### config.mk
export PLATFORM = sky130hd
export DESIGN_NAME = fetch_unit
export DESIGN_NICKNAME = d
export VERILOG_FILES = /design/src/rtl/fetch_unit.sv
export SDC_FILE = /design/constraint.sdc
export NUM_CORES = 1
export LEC_CHECK = 0
export ABC_AREA = 1
export BUFFER_PORTS_ARGS = -buffer_cell sky130_fd_sc_hd__buf_2
export CAP_MARGIN = 10
export CORE_UTILIZATION = 40
export DETAILED_ROUTE_END_ITERATION = 8
export GPL_ROUTABILITY_DRIVEN = 0
export PLACE_DENSITY = 0.72
export REMOVE_ABC_BUFFERS = 1
export SYNTH_ARGS = -nofsm -noshare
export SYNTH_HDL_FRONTEND = slang
export SYNTH_SLANG_ARGS = --single-unit
### constraint.sdc
create_clock -name clk -period 1.4 [get_ports clk]
set_input_delay 0.28 -clock clk [delete_from_list [all_inputs] [get_ports clk]]
set_output_delay 0.28 -clock clk [all_outputs]
set_load 0.05 [all_outputs]
### src/rtl/fetch_unit.sv
// Instruction fetch unit: holds the program counter, issues single-beat reads to
// instruction memory, latches the returned byte and flags memory timeouts.
module fetch_unit (
    input  logic       clk,
    input  logic       reset,
    input  logic       fetch_start,
    input  logic       jmp_valid,
    input  logic [7:0] jmp_base,
    input  logic [3:0] jmp_offset,
    input  logic       halt,
    output logic       mem_req,
    output logic [7:0] mem_addr,
    input  logic       mem_ack,
    input  logic [7:0] mem_rdata,
    output logic [7:0] instr,
    output logic       instr_valid,
    output logic [7:0] pc,
    output logic       busy,
    output logic       fetch_err
);

    typedef enum logic [1:0] {
        IDLE   = 2'd0,
        WAIT   = 2'd1,
        HALTED = 2'd2,
        ERROR  = 2'd3
    } state_t;

    state_t     state_reg;
    logic [3:0] wait_cnt_reg;
    logic [7:0] jmp_target;

    // Jump target wraps modulo 256.
    assign jmp_target = jmp_base + {4'h0, jmp_offset};

    always_ff @(posedge clk) begin
        if (reset) begin
            state_reg    <= IDLE;
            wait_cnt_reg <= 4'd0;
            pc           <= 8'h00;
            instr        <= 8'h00;
            mem_addr     <= 8'h00;
            mem_req      <= 1'b0;
            instr_valid  <= 1'b0;
            busy         <= 1'b0;
            fetch_err    <= 1'b0;
        end else begin
            instr_valid <= 1'b0;
            case (state_reg)
                IDLE: begin
                    if (halt) begin
                        state_reg <= HALTED;
                    end else begin
                        if (jmp_valid) begin
                            pc <= jmp_target;
                        end
                        if (fetch_start) begin
                            // A simultaneous jump fetches from the new target.
                            mem_addr     <= jmp_valid ? jmp_target : pc;
                            mem_req      <= 1'b1;
                            busy         <= 1'b1;
                            wait_cnt_reg <= 4'd0;
                            state_reg    <= WAIT;
                        end
                    end
                end
                WAIT: begin
                    if (mem_ack) begin
                        instr       <= mem_rdata;
                        instr_valid <= 1'b1;
                        pc          <= pc + 8'd1;
                        mem_req     <= 1'b0;
                        busy        <= 1'b0;
                        state_reg   <= halt ? HALTED : IDLE;
                    end else if (wait_cnt_reg == 4'd15) begin
                        fetch_err <= 1'b1;
                        mem_req   <= 1'b0;
                        busy      <= 1'b0;
                        state_reg <= ERROR;
                    end else begin
                        wait_cnt_reg <= wait_cnt_reg + 4'd1;
                    end
                end
                default: begin
                    mem_req <= 1'b0;
                    busy    <= 1'b0;
                end
            endcase
        end
    end

endmodule
Word level (Yosys, flattened, before mapping)
Cells that the tools add are included.
{ "totals": {"register_bits": 33, "wordCells": 54} }
{ "op_classes": {"n_addsub": 3, "eq_ne": 9, "muxes": 21, "n_bitwise": 3, "reduce_logical": 10} }
{ "op_table": {"columns": ["operator", "count"], "rows": [
  ["$mux W8", 3],
  ["$mux W4", 4],
  ["$pmux W8 S2", 1],
  ["$reduce_and A3 Y1", 5],
  ["$mux W2", 5],
  ["$ne A2 B2 Y1 const B", 5],
  ["$add A8 B1 Y8 const B", 1],
  ["$add A8 B4 Y8", 1],
  ["$pmux W4 S2", 1],
  ["$ne A3 B3 Y1 const B", 2],
  ["$mux W1", 5],
  ["$reduce_and A5 Y1", 1],
  ["$add A4 B1 Y4 const B", 1],
  ["$eq A4 B4 Y1 const B", 1],
  ["$pmux W2 S2", 1],
  ["$not A1 Y1", 3],
  ["$eq A2 B1 Y1 const B", 1],
  ["$logic_not A2 Y1", 1],
  ["$pmux W1 S2", 1],
  ["$reduce_and A2 Y1", 1],
  ["$reduce_bool A2 Y1", 1],
  ["$reduce_or A2 Y1", 1]
]} }

Longest topological paths before layout
{ "depth": {"ltp_word": 4, "depth_mapped": 12, "depth_no_buf": 12} }

Least setup slack after synthesis
No wires, ideal clock.
{ "synth_path": {"path_type": "register to register", "start": "reg pc[1]", "end": "reg pc[6]", "arrival_ns": 1.522, "t_required_ns": 1.281, "slack_ns": -0.242, "stages_incl_launch_ff": 9, "n_path_buf": 0, "period_less_slack_ns": 1.642, "path_cell_list": "dfxtp_1 -> ha_1 -> nand2_1 -> nor2_1 -> inv_1 -> o21ai_0 -> nand3_1 -> nand3_1 -> a21oi_1"} }
{ "synth_between": {"elab_chain_len": 3} }
{ "synth_rtl": {"columns": ["element", "line", "rtl"], "rows": [
  ["start: declaration", "17", "output logic [7:0] pc,"],
  ["start signal: assignment", "55", "pc <= jmp_target;"],
  ["start signal: assignment", "71", "pc <= pc + 8'd1;"],
  ["$add A8 B1 Y8", "71", null],
  ["$mux W8", "68", "if (mem_ack) begin"],
  ["$pmux W8 S2", "49", "case (state_reg)"]
]} }
Every way passes these cells. The select of a mux whose other input is x is not followed.
A chain may end at the register's enable or synchronous reset.

Final worst setup path
{ "layout_path": {"start": "in jmp_offset[0]", "end": "reg mem_addr[4]"} }
{ "layout_between": {"elab_chain_len": 2} }
{ "layout_rtl": {"columns": ["element", "line", "rtl"], "rows": [
  ["start: declaration", "9", "input logic [3:0] jmp_offset,"],
  ["$add A8 B4 Y8", "34", "assign jmp_target = jmp_base + {4'h0, jmp_offset};"],
  ["$mux W8", null, null],
  ["end signal: assignment", "59", "mem_addr <= jmp_valid ? jmp_target : pc;"],
  ["end: declaration", "12", "output logic [7:0] mem_addr,"]
]} }
Every way passes these cells.

==> impl_results.md <==
* Buffers and inverters on the worst path at 4
* Slew headroom at 78.8%
* Largest net degree at the start of global routing at 21
* Hold Path Sink: instr[4]
* Drt first pass iters at 4
* Biggest registers after layout: instr (8), mem_addr (8), pc (8)
* Tot Pwr at 2.98 mW
* Die Area at 0.00487 mm2
* Pleak at 1.22 nW
* TritonCTS clock tree: done
* Initial core utilization at 41.9%
* Crit start category: input pin
* Synth-to-Final Area Change at 33.0%
* Max cap viols at 0
* Sequential Area at 662 um2
* Post-synth EDFFs at 0
* Slowest-stage cell, CP: fa_2
* Synth cell types at 32
* Worst r2r src: wait_cnt_reg[1]
* CTS Hold Buffers Added at 0
* Pwr Density at 1220 mW/mm2
* Placed Instances at 381
* Finish-stage setup viols at 0
* Worst VDD drop at 0.737 mV
* Vias in the first global route at 1736
* Mapped Area at 0.00184 mm2
* Status: complete, no violations
* Non-filler instance count after layout at 390
* Final min period at 1.35 ns
* R2R setup slack at 0.07 ns
* Routed wire length at 4490 um
* Number of antenna diodes at 0
* Fraction of registers with async set/reset at 0%
* CTS Buf Count at 5
* Fmax at 740 MHz
* Clk slew on worst S/H paths at 0.06 ns
* Clock Latency Late Sink at 0.27 ns
* Crit end category: flip-flop
* Seq cells post-synth at 33
* Crit Path Category: in -> reg
* Core area at 0.00438 mm2
* Multi-input logic area at 0.00107 mm2
* Dpl hpwl at 3320 um
* RSZ-0062 raised after global routing: yes
* Syn Area/Cell at 6.75 um2
* Slew Viols, Final at 0
* Ys Warns at 0
* Worst Path Arrival at 1.52 ns
* IO buf count at 53
* R2R depth at 8
* TNS Setup at 0 ns
* Synth Flop Type: dfxtp_1
* R2R Path End: state_reg[1]
* Total track usage at 18.2%
* Root buffer cell: clkbuf_8
* 1st-iter DRT viols at 108
* Residual DRC at 0
* Detail Route Antenna Nets at 0
* # nets final at 371
* # rows at 24
* Final instance area at 0.00244 mm2
* Overflow after GRT at 0
* Number of antenna violations at the first check in global routing at 0
* Clock tree sinks at 33
* WL/cell at 11.5 um
* Worst Hold Launch: mem_rdata[4]
* Die Y at 69.8 um
* Hold path cells at 3
* Clock skew at 0.00344 ns
* Layout fillers at 430
* Crit-path max cell delay at 0.34 ns
* Worst-Margin Slew at 0.315 ns
* I/O pins at 54
* CTS HTree Levels at 2
* Worst-path fanout max at 3
* Period utilisation layout at 96.5%
* Vias per Instance at 5.01
* Required @ worst endpoint at 1.57 ns
* Hold Path Class: in -> reg
* CP dominant cell by count: inv_2
* Post-Syn Instances at 272
* Delay-heaviest family, CP: adder cells
* First-pass GRT wire length at 7290 um
* Critical path, cell by cell: buf_6, ha_4, inv_2, fa_2, inv_2, nand3_2, nand2_4, xnor2_2, o21ai_2, o21ai_1, inv_1
* Placed Area at 0.00222 mm2
* Vias at 1953
* Sequential area share after synthesis at 36.0%
* Max clock buf depth at 2
* Layout cells sized above 1 at 33.4%
* Die width at 69.8 um
* Final Hold Viols at 0
placed cells by master (no fill, tap or decap), types with 2 or more instances in the layout:
cell type and count:
nor2_2 3, a21oi_1 21, o21ai_1 3, nor2_1 16
nand3_1 23, o211ai_1 4, nand3b_1 2, o21ai_2 2
a31oi_1 2, inv_1 31, nand3_2 6, o21ai_0 16
dfxtp_1 32, ha_1 4, a21oi_2 2, nor3_1 2
clkbuf_8 6, buf_2 51, buf_4 17, buf_6 3
nand4_1 2, inv_2 6, nand2_1 58, a211oi_1 2
nand2_2 6
area by class of cell:
type | count | share of cell area [%]
clock buffer | 7 | 3.53
tap | 52 | 2.66
multi-input combinational | 189 | 43.7
inverter | 38 | 5.94
timing repair buffer | 71 | 17.1
sequential | 33 | 27.1
layer usage:
metal	GRT usage, %	up-vias	wire length (um)
li1	-	1018	-
met1	22.7	899	2110
met2	31.6	31	2190
met3	3.49	5	150
met4	5.33	0	40
met5	0	-	0
worst max path at each step:
stage	slack, ns	endpoint	from	cells past startpoint
floorplan	-0.31	pc[0]	state_reg[1]	8
finish	0.05	mem_addr[4]	jmp_offset[0]	11
CTS	0.008	pc[6]	jmp_base[0]	13
detailed placement	-0.38	mem_addr[4]	jmp_base[0]	11
global route	-0.03	pc[4]	jmp_offset[0]	11
global placement	-0.35	mem_addr[4]	jmp_base[0]	11
metrics by stage:
stage,worst slack (ns),util (%),hold slack [ns]
floorplan,-0.314,-,0.349
global placement,-0.345,50.6,0.445
detailed placement,-0.384,50.6,0.451
CTS,0.00845,53.1,0.266
global route,-0.0312,55.7,0.273
finish,0.0492,55.7,0.267
cell usage after synthesis, types with 2 or more instances:
master	instances	area, um2
a211oi_1	2	15.0
a21oi_1	23	115
a31oi_1	2	12.5
buf_2	5	25.0
buf_4	5	37.5
clkbuf_1	2	7.51
dfxtp_1	33	661
ha_1	6	75.1
inv_1	34	128
inv_2	4	15.0
nand2_1	64	240
nand3_1	28	140
nand3b_1	2	15.0
nand4_1	2	12.5
nor2_1	19	71.3
nor3_1	2	10.0
nor4_1	2	12.5
o211ai_1	4	30.0
o21ai_0	19	95.1
o21ai_1	2	10.0
kinds of logic (layout without fill, tap and decap cells):
family	count (synthesis)	after routing	share of synthesized area (%)
simple gates	124	124	29.5
compound gates	56	56	16.8
buf+inv	50	116	11.6
flops	33	33	36.0
fa+ha+maj	7	7	5.18
xor+xnor	2	2	0.954
timing repair:
| item | in CTS | in global routing |
|---|---|---|
| endpoints found under the hold margin | 0 | 0 |
| pin swaps | 2 | 14 |
| resized for setup | 7 | 31 |
| setup endpoints to repair | 4 | 21 |
| buffers inserted | 0 | 2 |
worst register-to-register path: stages, from the launching register on:
cell,delay (ns)
dfxtp_1,0.34
ha_1,0.17
nand2_1,0.11
o21ai_2,0.16
buf_4,0.12
o211ai_1,0.07
inv_1,0.09
o21ai_0,0.08
a21oi_1,0.11
power breakdown:
part           internal (mW)  leakage (nW)  switching, mW
Sequential              1.04         0.270         0.0781
Clock                  0.390        0.0443          0.320
Combinational          0.375         0.910          0.771
Note: power is estimated with default switching activity, not from simulation.
